--- config.mk ---
export PLATFORM = sky130hd
export DESIGN_NAME = serial_subtractor_nb
export DESIGN_NICKNAME = d
export VERILOG_FILES = /design/src/rtl/serial_subtractor_nb_pkg.sv /design/src/rtl/serial_subtractor_nb_full_subtractor.sv /design/src/rtl/serial_subtractor_nb.sv
export SDC_FILE = /design/constraint.sdc
export NUM_CORES = 1
export LEC_CHECK = 0
export BUFFER_PORTS_ARGS = -buffer_cell sky130_fd_sc_hd__buf_2
export CAP_MARGIN = 5
export CORE_ASPECT_RATIO = 1.4
export CORE_UTILIZATION = 49
export CTS_CLUSTER_DIAMETER = 150
export CTS_CLUSTER_SIZE = 8
export DETAILED_ROUTE_END_ITERATION = 10
export GPL_TIMING_DRIVEN = 0
export PLACE_DENSITY = 0.76
export SYNTH_ARGS = -nofsm -noshare
export SYNTH_HDL_FRONTEND = slang
export SYNTH_SLANG_ARGS = --single-unit
--- constraint.sdc ---
create_clock -name clk -period 1.9 [get_ports clk]
set_clock_uncertainty 0.2 [all_clocks]
set_input_delay 0.285 -clock clk [delete_from_list [all_inputs] [get_ports clk]]
set_output_delay 0.285 -clock clk [all_outputs]
set_load 0.005 [all_outputs]
--- src/rtl/serial_subtractor_nb_pkg.sv ---
// Shared definitions for the bit-serial subtractor: FSM encoding and the
// bit-counter width helper.
package serial_subtractor_nb_pkg;

  localparam logic [1:0] ST_IDLE  = 2'b00;
  localparam logic [1:0] ST_SHIFT = 2'b01;
  localparam logic [1:0] ST_DONE  = 2'b10;

  // Counter must hold 0..N, so a 1-bit operand still gets a 1-bit counter.
  function automatic int cnt_width(input int n);
    return (n < 1) ? 1 : $clog2(n + 1);
  endfunction

endpackage

--- src/rtl/serial_subtractor_nb_full_subtractor.sv ---
// 1-bit combinational full subtractor: diff = a - b - bin, bout = borrow out.
// Also intended as the cell of a future ripple-borrow parallel subtractor.
module full_subtractor (
  input  logic a,
  input  logic b,
  input  logic bin,
  output logic diff,
  output logic bout
);

  assign diff = a ^ b ^ bin;
  assign bout = (~a & b) | (~(a ^ b) & bin);

endmodule

--- src/rtl/serial_subtractor_nb.sv ---
// Bit-serial N-bit subtractor: diff = a - b - bin, one bit per clock, LSB first,
// through a single full-subtractor cell and a registered borrow.
module serial_subtractor_nb
  import serial_subtractor_nb_pkg::*;
#(
  parameter int N = 16
) (
  input  logic         clk,
  input  logic         rst,
  input  logic         start,
  input  logic [N-1:0] a,
  input  logic [N-1:0] b,
  input  logic         bin,
  output logic         busy,
  output logic         done,
  output logic [N-1:0] diff,
  output logic         borrow,
  output logic         ovf
);

  localparam int CW = cnt_width(N);

  logic [1:0]    state;
  logic [N-1:0]  a_sh;
  logic [N-1:0]  b_sh;
  logic          br;
  logic [CW-1:0] cnt;
  logic          a_msb;
  logic          b_msb;

  logic          d_bit;
  logic          br_next;
  logic          last_bit;
  logic [N-1:0]  diff_shift;

  full_subtractor u_fs (
    .a    (a_sh[0]),
    .b    (b_sh[0]),
    .bin  (br),
    .diff (d_bit),
    .bout (br_next)
  );

  assign busy     = (state == ST_SHIFT);
  assign done     = (state == ST_DONE);
  assign last_bit = (cnt == CW'(N - 1));

  // NOTE: every always_comb output gets a full default first, so no path can
  // leave it unassigned and infer a latch.
  always_comb begin
    diff_shift        = diff >> 1;
    diff_shift[N-1]   = d_bit;
  end

  // NOTE: sequential state uses non-blocking assignments only, so every
  // register samples the pre-edge values regardless of statement order.
  always_ff @(posedge clk or posedge rst) begin
    if (rst) begin
      state  <= ST_IDLE;
      a_sh   <= '0;
      b_sh   <= '0;
      br     <= 1'b0;
      cnt    <= '0;
      a_msb  <= 1'b0;
      b_msb  <= 1'b0;
      diff   <= '0;
      borrow <= 1'b0;
      ovf    <= 1'b0;
    end else begin
      case (state)
        ST_SHIFT: begin
          a_sh <= a_sh >> 1;
          b_sh <= b_sh >> 1;
          br   <= br_next;
          cnt  <= cnt + 1'b1;
          diff <= diff_shift;
          if (last_bit) begin
            borrow <= br_next;
            ovf    <= (a_msb ^ b_msb) & (a_msb ^ d_bit);
            state  <= ST_DONE;
          end
        end
        ST_DONE: begin
          state <= ST_IDLE;
        end
        default: begin
          // Unused encoding 2'b11 behaves exactly like IDLE.
          if (start) begin
            a_sh  <= a;
            b_sh  <= b;
            br    <= bin;
            a_msb <= a[N-1];
            b_msb <= b[N-1];
            diff  <= '0;
            cnt   <= '0;
            state <= ST_SHIFT;
          end else begin
            state <= ST_IDLE;
          end
        end
      endcase
    end
  end

endmodule

==> summary.md, run 1 <==
| Metric | Value |
|---|---|
| GRT Total Usage | `0.1913` |
| Synth cell count leaders | `dfrtp_1 (60), nand2_1 (37), mux2i_1 (33), o21ai_1 (33), a22o_1 (20)` |
| Max clock buf depth | `2` |
| Worst Path Required | `about 1.9 ns` |
| Final setup fails | `0` |
| Ys Warns | `0` |
| Number of synthesized flops with an enable pin | `0` |
| Die Y | `89.32 um` |
| WHS | `0.02506 ns` |
| CP Capture Type | `register` |
| Crit Path Class | `reg2reg` |
| Clock Sinks | `60` |
| Part of the cycle the worst path needs | `0.9557` |
| Leakage | `approximately 1.6 nW` |
| Main synth FF type | `dfrtp_1` |
| HP Class | `in2reg` |
| Syn Nets | `270` |
| N_diodes | `0` |
| Critical path launch point type | `register` |
| CTS tree | `built` |
| Top Ports | `56` |
| DR WL/cell | `between 10 and 15 um` |
| CTS H-Tree Depth | `3` |
| GR Overflow Total | `0` |
| Initial antenna violation count | `0` |
| Top Layer Used | `met4` |
| Max frequency | `550.7 MHz` |
| Final Critical Period | `around 1.8 ns` |
| Top post-synthesis cells by area | `dfrtp_1 (56%), mux2i_1 (12%), a22o_1 (6.6%)` |
| Via-per-instance ratio | `5.108` |
| Crit Path Max Fanout | `10` |
| Most common cell in the netlist | `dfrtp_1` |
| Clk slew on worst S/H paths | `0.06 ns` |
| Final hold vios | `0` |
| Outcome | `finished clean` |
| Met2 Wirelength | `between 2000 and 2500 um` |
| Post-Syn Area | `2669 um^2` |
| Fin. max-slew vios | `0` |
| Seq cells post-synth | `60` |
| Via count | `~1900` |
| Cells after synthesis | `roughly 230` |
| Post-synth ARST share | `1.000` |
| Worst Tran Pin Value | `0.6091 ns` |
| Met1 wire length | `~2400 um` |
| Arrival time at the worst endpoint | `~1.8 ns` |
| Number of global-route vias before repair | `between 1500 and 2000` |
| # rows | `31` |
| Initial core utilization | `0.5135` |
| DR pass1 iterations | `4` |
| Netlist cell types | `25` |
| Sequential area share after synthesis | `0.5626` |
| Initial drt markers | `78` |
| Later-pin clock latency in the skew report | `0.33 ns` |
| Pre-CTS setup slack | `around 0.09 ns` |
| Final nets | `340` |
| Antenna Nets Post-Route | `0` |
| Routability cong. | `approximately 0.73` |
| Slew headroom | `0.5931` |
| VDD IR max | `around 0.00075 V` |
| RSZ-0062 raised after global routing | `false` |
| Root Driver | `clkbuf_8` |
| Largest net degree at the start of global routing | `61` |
| Cts bufs inserted | `9` |
| Setup Fix Bufs, Post-CTS | `0` |
| Post-DP HPWL | `~3500 um` |
| Die width | `about 64 um` |
| DIE AREA | `between 5000 and 6000 um^2` |
| Fin Setup TNS | `0 ns` |
| PD cells | `about 1400 nW/um^2` |
| Met3 WL | `approximately 220 um` |
| Synthesized area per cell | `around 12 um^2` |
| Area grow syn2layout | `23.07%` |
| Number of port buffers | `55` |
| First-pass GRT wire length | `8252 um` |
| Setup slack after layout | `roughly 0.084 ns` |
| Final routed DRC violation total | `0` |
| Post-synth top area share | `0.5626` |
| Cell taking the most area after synthesis | `dfrtp_1` |
| Drt total wl | `5099 um` |
| Total of max-cap violations | `0` |
| Layout cells sized above 1 | `0.2928` |
| Core area | `~5200 um^2` |
==> worst max-delay path, stage by stage (launching register included) <==
cell      delay, ns
dfrtp_1        0.39
inv_1          0.06
ha_1           0.26
o21bai_2       0.24
clkbuf_1       0.39
o21ai_1        0.14
==> cells in the final DEF (no fill, tap or decap) <==
| cell | instances |
|---|---|
| o21ai_0 | 2 |
| clkbuf_2 | 1 |
| buf_4 | 4 |
| clkinv_2 | 2 |
| clkbuf_8 | 11 |
| a22o_1 | 20 |
| nand2_1 | 37 |
| nand2b_1 | 3 |
| ha_1 | 4 |
| inv_1 | 6 |
| o21ai_1 | 33 |
| clkbuf_1 | 2 |
| clkinvlp_4 | 2 |
| nor3b_1 | 2 |
| o31ai_1 | 1 |
| a22oi_1 | 1 |
| buf_2 | 57 |
| buf_6 | 7 |
| mux2_2 | 2 |
| dfrtp_1 | 60 |
| bufinv_16 | 1 |
| o21bai_2 | 1 |
| mux2i_1 | 33 |
| dlygate4sd3_1 | 3 |
| fa_1 | 1 |
| a21oi_1 | 1 |
| and2_1 | 1 |
| o21a_1 | 1 |
| nand3_1 | 1 |
| and3_1 | 1 |
| nor2b_1 | 2 |
| buf_12 | 1 |
==> report_power, final <==
group / total (W) / internal [W] / switching, W / leakage (nW)
registers: 0.00195 / 0.00170 / 0.000243 / 0.768
logic: 0.00154 / 0.000739 / 0.000800 / 0.760
clock network: 0.00114 / 0.000673 / 0.000472 / 0.102
==> per-stage QoR <==
stage	std cells	area (um^2)	utilization	power [W]
2_1_floorplan	229	2673	-	0.003111
3_3_place_gp	350	3030	0.5831	0.003452
3_5_place_dp	350	3030	0.5831	0.003514
4_1_cts	368	3253	0.6259	0.004671
5_1_grt	370	3284	0.6319	0.004942
6_report	370	3284	0.6319	0.004630
==> layer usage <==
metal | global-route usage | up-vias
met1 | 0.2475 | 907
li1 | - | 936
met4 | 0.1091 | 0
met5 | 0 | -
met2 | 0.3033 | 39
met3 | 0.03571 | 8
==> flip-flops by register name, indices dropped and copies added, names as in the netlist, 2 cells and up <==
register,flops
a_sh,16
b_sh,16
diff,16
state,2
cnt,5
==> cell families (layout without fill, tap and decap cells) <==
kind of cell             Yosys count  in the layout  share of synthesized area
AO/OA/AOI/OAI                     60             60                     0.1458
buffers and inverters             22             97                    0.05720
multiplexers                      35             35                     0.1322
AND/OR/NAND/NOR                   47             47                    0.07595
flip-flops                        60             60                     0.5626
adder cells (fa/ha/maj)            5              5                    0.02626
==> path summary, 6_finish.rpt <==
kind                          start  endpoint  slack (ns)  cells past startpoint
min                            a[8]   a_sh[8]        0.03                      3
max in group asynchronous       rst   a_sh[2]        0.58                      4
max reg2reg                state[1]   a_sh[3]        0.08                      5
max                        state[1]   a_sh[3]        0.08                      5
min reg2reg                b_sh[14]  b_sh[14]        0.28                      2
min in group asynchronous       rst  a_sh[13]        0.37                      3
==> cell type report <==
| class | count | area (um^2) |
|---|---|---|
| fillers | 455 | 1913 |
| clock buffers | 12 | 155.1 |
| well taps | 66 | 82.58 |
| repair buffers | 59 | 325.3 |
| flip-flops and latches | 60 | 1501 |
| plain buffers | 15 | 127.6 |
| inverters | 7 | 30.03 |
| clock inverters | 4 | 47.55 |
| multi-input cells | 147 | 1015 |
==> timing repair <==
action / CTS / global route
hold buffers: 2 / 1
gates resized for setup: 0 / 2
hold endpoints to repair: 2 / 27
setup endpoints to repair: 0 / 1
(Power assumes the default switching activity.)
==> run 2, diff against run 1 <==
Settings changed: ABC_AREA set to 1, PLACE_DENSITY 0.76 to 0.75.
==> run 2 against run 1 <==
Register-to-register slack improved by 0.06 ns. Maximum frequency rose by 3.6%. Via count rose by 23%. Largest power group unchanged.
==> summary.md, run 2 <==
| Metric | Value |
|---|---|
| Critical path launch point type | `register` |
| Area grow syn2layout | `22.98%` |
| Initial drt markers | `between 100 and 150` |
| Top Registers | `a_sh (16), b_sh (16), diff (16)` |
| Max incr delay on CP | `about 0.4 ns` |
| Top Ports | `between 50 and 60` |
| Via count | `between 2000 and 2500` |
| FF+latch area | `1501 um^2` |
| Die width | `around 66 um` |
| Routability cong. | `around 0.76` |
| First-pass GRT wire length | `around 9700 um` |
| Max stage delay cell, worst path | `dfrtp_1` |
| Sw frac | `0.3648` |
| Post-synth top area share | `0.5396` |
| Synth Area in Adders | `0.02518` |
| Worst Tran Pin Value | `0.4609 ns` |
| Outcome | `finished clean` |
| Synthesized area per cell | `8.536 um^2` |
| Max frequency | `around 570 MHz` |
| Highest-count cells in the layout ignoring fill and taps | `nand2_1 (87), buf_2 (60), dfrtp_1 (60), inv_1 (55), o21ai_0 (50)` |
| Simple-Gate Fraction of Synth Area | `0.1452` |
| CTS tree | `built` |
| Crit Path Max Fanout | `10` |
| Synth Area in XOR/XNOR | `0` |
| Fin Setup TNS | `0 ns` |
| Layout cells sized above 1 | `0.2344` |
| Die Y | `between 90 and 100 um` |
| Part of the cycle the worst path needs | `0.9225` |
| Via-per-instance ratio | `4.974` |
| Cells after synthesis | `326` |
| Clock power frac | `0.252` |
| Post-synthesis mux area share | `0` |
| Pre-CTS setup slack | `0.1827 ns` |
| Ys Warns | `0` |
| Drt total wl | `about 5800 um` |
| Leakage | `~1.8 nW` |
| Crit path buf inv count | `4` |
| CP Capture Type | `register` |
| VDD IR max | `0.0007943 V` |
| GRT Total Usage | `0.2124` |
| Seq cells post-synth | `60` |
| Pint | `0.003232 W` |
| Cell taking the most area after synthesis | `dfrtp_1` |
| Largest net degree at the start of global routing | `slightly above 60` |
| Antenna Nets Post-Route | `0` |
| WHS | `roughly 0.03 ns` |
| Root Driver | `clkbuf_8` |
| Final hold vios | `0` |
| Most common library cell in the layout ignoring fill and taps | `nand2_1` |
| DR pass1 iterations | `4` |
| Syn Nets | `367` |
| Resize count post-CTS | `0` |
| Max clock buf depth | `2` |
| Slew headroom | `0.6921` |
| Seq pwr share | `0.374` |
| RSZ-0062 raised after global routing | `false` |
| Later-pin clock latency in the skew report | `roughly 0.34 ns` |
| Final routed DRC violation total | `0` |
| Top cell by count, worst path | `buf_6` |
| Sw Pwr | `0.001856 W` |
| Sequential area share after synthesis | `0.5396` |
| Core area | `5485 um^2` |
| Cts bufs inserted | `9` |
| Worst Path Required | `around 2.0 ns` |
| Top post-synthesis cells by area | `dfrtp_1 (54%), nand2_1 (12%), o21ai_0 (9.0%)` |
| DIE AREA | `5989 um^2` |
| Final nets | `437` |
| HP Class | `in2reg` |
| Clock Sinks | `60` |
| Top delay family on crit path | `buffers and inverters` |
| Total of max-cap violations | `0` |
| Initial core utilization | `0.5073` |
| Post-synth ARST share | `1.000` |
| Main synth FF type | `dfrtp_1` |
| N_diodes | `0` |
| Netlist cell types | `21` |
| Final setup fails | `0` |
| Crit path cell chain | `inv_1 > ha_1 > buf_6 > inv_2 > buf_6 > o21ai_0 > nand2_1 > o21ai_1` |
| CTS H-Tree Depth | `3` |
| Arrival time at the worst endpoint | `between 1.5 and 2 ns` |
| Fin. max-slew vios | `0` |
| Number of global-route vias before repair | `between 2000 and 2500` |
| Crit Path Class | `reg2reg` |
| Gate power share | `0.374` |
| # rows | `32` |
| Area occupied by multi-input gates | `between 900 and 1000 um^2` |
| DR WL/cell | `around 12 um` |
| Synth cell count leaders | `nand2_1 (87), dfrtp_1 (60), inv_1 (56)` |
| Initial antenna violation count | `0` |
| PD cells | `approximately 1500 nW/um^2` |
| Post-Syn Area | `2783 um^2` |
| Main combinational cell family by area after synthesis | `compound AO/OA/AOI/OAI gates` |
| Final Critical Period | `1.753 ns` |
| Number of port buffers | `55` |
| Post-DP HPWL | `3937 um` |
| Clk slew on worst S/H paths | `around 0.060 ns` |
| Number of synthesized flops with an enable pin | `0` |
| Most common cell in the netlist | `nand2_1` |
| Layout fillers | `just under 500` |
| Post-synthesis compound-gate area fraction | `0.1664` |
| GR Overflow Total | `0` |
| Setup slack after layout | `0.1472 ns` |
-- run 2: power by group through the flow --
stage               registers [W]  clock network, W  logic [W]
floorplan                 0.00189                 0    0.00142
global placement          0.00191                 0    0.00183
detailed placement        0.00192                 0    0.00188
CTS                       0.00190           0.00130    0.00191
global route              0.00195           0.00134    0.00220
finish                    0.00190           0.00128    0.00190
-- run 2: area by class of cell --
cell class | count | share of cell area
Sequential cell | 60 | 0.4388
Tap cell | 68 | 0.02486
Multi-Input combinational cell | 192 | 0.2739
Clock inverter | 6 | 0.02559
Inverter | 58 | 0.06472
Buffer | 16 | 0.03693
Timing Repair Buffer | 59 | 0.09506
Clock buffer | 10 | 0.04022
-- run 2: final timing paths --
kind | end | slack [ns] | cells after the start | from
min in group asynchronous | diff[3] | 0.30 | 3 | rst
worst min register to register | a_sh[15] | 0.29 | 2 | a_sh[15]
worst min-delay path | b_sh[15] | 0.03 | 3 | b[15]
worst max-delay path | a_sh[1] | 0.15 | 8 | state[1]
worst max register to register | a_sh[1] | 0.15 | 8 | state[1]
max in group asynchronous | a_sh[10] | 0.65 | 4 | rst
-- run 2: kinds of logic after synthesis --
family / after synthesis
fa+ha+maj: 5
buf+inv: 74
compound gates: 88
flops: 60
simple gates: 99
-- run 2: tightest hold or removal path, stage by stage --
cell and delay, ns:
buf_2 0.09, inv_1 0.08, o21ai_1 0.07
-- run 2: metrics by stage --
stage                     total power, W  instances    util  cell area, um^2
after global routing            0.005494        469  0.6239             3422
after detailed placement        0.003804        449  0.5737             3147
after CTS                       0.005119        467  0.6184             3392
after floorplan                 0.003312        326       -             2786
final                           0.005089        469  0.6239             3422
after global placement          0.003740        449  0.5737             3147
-- run 2: routing by layer --
metal,global-route usage,share of wire,up-vias
met5,0,0,-
met4,0.1250,0.022,0
met3,0.03141,0.035,10
met2,0.3486,0.50,51
met1,0.2580,0.45,1107
li1,-,-,1165
-- run 2: what timing repair did --
item | 4_1_cts | 5_1_grt
hold endpoints to repair | 2 | 19
buffers inserted | 0 | 0
hold buffers | 2 | 1
==> run 3, diff against run 2 <==
Settings changed: CORE_MARGIN set to 1.5.
==> run 3 against run 2 <==
First-iteration DRC count is 0.87% lower. Final area is 0.11% higher. Register-to-register slack hardly changed. Sequential share of layout area is essentially flat. Via count decreased by 0.69%. Clock power is 9% higher. Largest cell class unchanged.
==> summary.md, run 3 (synthesized netlist as in run 2, its figures left out) <==
| Metric | Value |
|---|---|
| VDD IR max | `roughly 0.00089 V` |
| Hold buffers post-CTS | `1` |
| Initial drt markers | `about 110` |
| Post-DP HPWL | `a little under 4000 um` |
| Fin Setup TNS | `0 ns` |
| Final Critical Period | `about 1.8 ns` |
| Crit Path Class | `reg2reg` |
| # rows | `32` |
| Met2 Wirelength | `~3000 um` |
| Setup Fix Bufs, Post-CTS | `0` |
| DR WL/cell | `~12 um` |
| Via count | `roughly 2300` |
| Critical path launch point type | `register` |
| Highest-count cells in the layout ignoring fill and taps | `nand2_1 (87), buf_2 (60), dfrtp_1 (60), inv_1 (55), o21ai_0 (50)` |
| Min-Delay Path Depth | `3` |
| Total of max-cap violations | `0` |
| Worst Tran Pin Value | `0.5369 ns` |
| HP Class | `in2reg` |
| PD cells | `between 1500 and 2000 nW/um^2` |
| Top Layer Used | `met4` |
| Core area | `between 5000 and 6000 um^2` |
| Die Y | `roughly 90 um` |
| R2R cell count | `6` |
| Final setup fails | `0` |
| Crit Path Max Fanout | `10` |
| Leakage | `between 1.5 and 2 nW` |
| Most common library cell in the layout ignoring fill and taps | `nand2_1` |
| Clk slew on worst S/H paths | `roughly 0.07 ns` |
| Met3 WL | `roughly 240 um` |
| Via-per-instance ratio | `4.951` |
| N_diodes | `0` |
| Arrival time at the worst endpoint | `1.77 ns` |
| Number of global-route vias before repair | `between 2000 and 2500` |
| GRT Total Usage | `0.2094` |
| Cts bufs inserted | `9` |
| Met1 wire length | `approximately 2500 um` |
| Outcome | `finished clean` |
| Largest net degree at the start of global routing | `around 60` |
| Layout fillers | `464` |
| Post-Route Utilization | `0.6245` |
| Number of port buffers | `55` |
| Initial core utilization | `0.5073` |
| Clock Sinks | `60` |
| Part of the cycle the worst path needs | `0.9232` |
| Worst Path Required | `about 1.9 ns` |
| GR Overflow Total | `0` |
| Final nets | `roughly 440` |
| Slew headroom | `0.6413` |
| Antenna Nets Post-Route | `0` |
| Max clock buf depth | `2` |
| Fin. max-slew vios | `0` |
| Drt total wl | `between 5000 and 6000 um` |
| Final routed DRC violation total | `0` |
| First-pass GRT wire length | `9653 um` |
| RSZ-0062 raised after global routing | `false` |
| Initial antenna violation count | `0` |
| Layout cells sized above 1 | `0.2350` |
| DR pass1 iterations | `4` |
| Area occupied by multi-input gates | `between 900 and 1000 um^2` |
| Area grow syn2layout | `23.11%` |
| FF+latch area | `between 1500 and 2000 um^2` |
| Top Ports | `between 50 and 60` |
| Max frequency | `approximately 570 MHz` |
| Routability cong. | `~0.73` |
| CTS H-Tree Depth | `3` |
| Final hold vios | `0` |
| Root Driver | `clkbuf_8` |
| CTS tree | `built` |
| Later-pin clock latency in the skew report | `about 0.34 ns` |
| Resize count post-CTS | `0` |
| Top Registers | `a_sh (16), b_sh (16), diff (16)` |
| DIE AREA | `between 6000 and 7000 um^2` |
| CP Capture Type | `register` |
| Die width | `66.69 um` |
-- run 3: routing by layer --
layer | global-route usage | up-vias
li1 | - | 1162
met1 | 0.2666 | 1100
met2 | 0.3333 | 50
met3 | 0.06012 | 5
met5 | 0 | -
met4 | 0.08163 | 0
-- run 3: path summary, 6_finish.rpt --
| path | from | endpoint | slack (ns) |
|---|---|---|---|
| setup / recovery | state[1] | diff[13] | 0.15 |
| hold / removal | a[15] | a_sh[15] | 0.01 |
| setup reg to reg | state[1] | diff[13] | 0.15 |
| hold reg to reg | diff[0] | diff[0] | 0.29 |
| max in group asynchronous | rst | state[1] | 0.62 |
| min in group asynchronous | rst | diff[3] | 0.33 |
-- run 3: cell type report --
type / instances / area share
flip-flops and latches: 60 / 0.4383
multi-input cells: 192 / 0.2736
repair buffers: 58 / 0.09204
inverters: 58 / 0.06465
plain buffers: 16 / 0.03689
clock buffers: 9 / 0.03616
clock inverters: 7 / 0.03360
well taps: 68 / 0.02484
-- run 3: critical path, cell delays in order, from the launching register on --
cell and delay [ns]:
dfrtp_1 0.37, inv_1 0.07, ha_1 0.21, buf_6 0.16, nand2_8 0.10, clkbuf_1 0.37, o22ai_1 0.14
-- run 3: stage by stage --
stage	hold WS [ns]	total power (W)	setup slack, ns	instances	instance area [um^2]
after global placement	0.2635	0.003742	0.1950	449	3147
after CTS	0.001402	0.005220	0.1434	466	3396
final	0.01086	0.005189	0.1459	468	3426
after floorplan	0.1909	0.003312	0.3552	326	2786
after detailed placement	0.2801	0.003805	0.1582	449	3147
after global routing	0.02201	0.005583	0.007800	468	3426
-- run 3: where the power goes --
part / switching [W] / leakage (nW) / internal (W) / total (W)
clock network: 0.000529 / 0.115 / 0.000865 / 0.00139
registers: 0.000171 / 0.771 / 0.00173 / 0.00190
logic: 0.00117 / 0.890 / 0.000731 / 0.00190
total: 0.00187 / 1.78 / 0.00332 / 0.00519
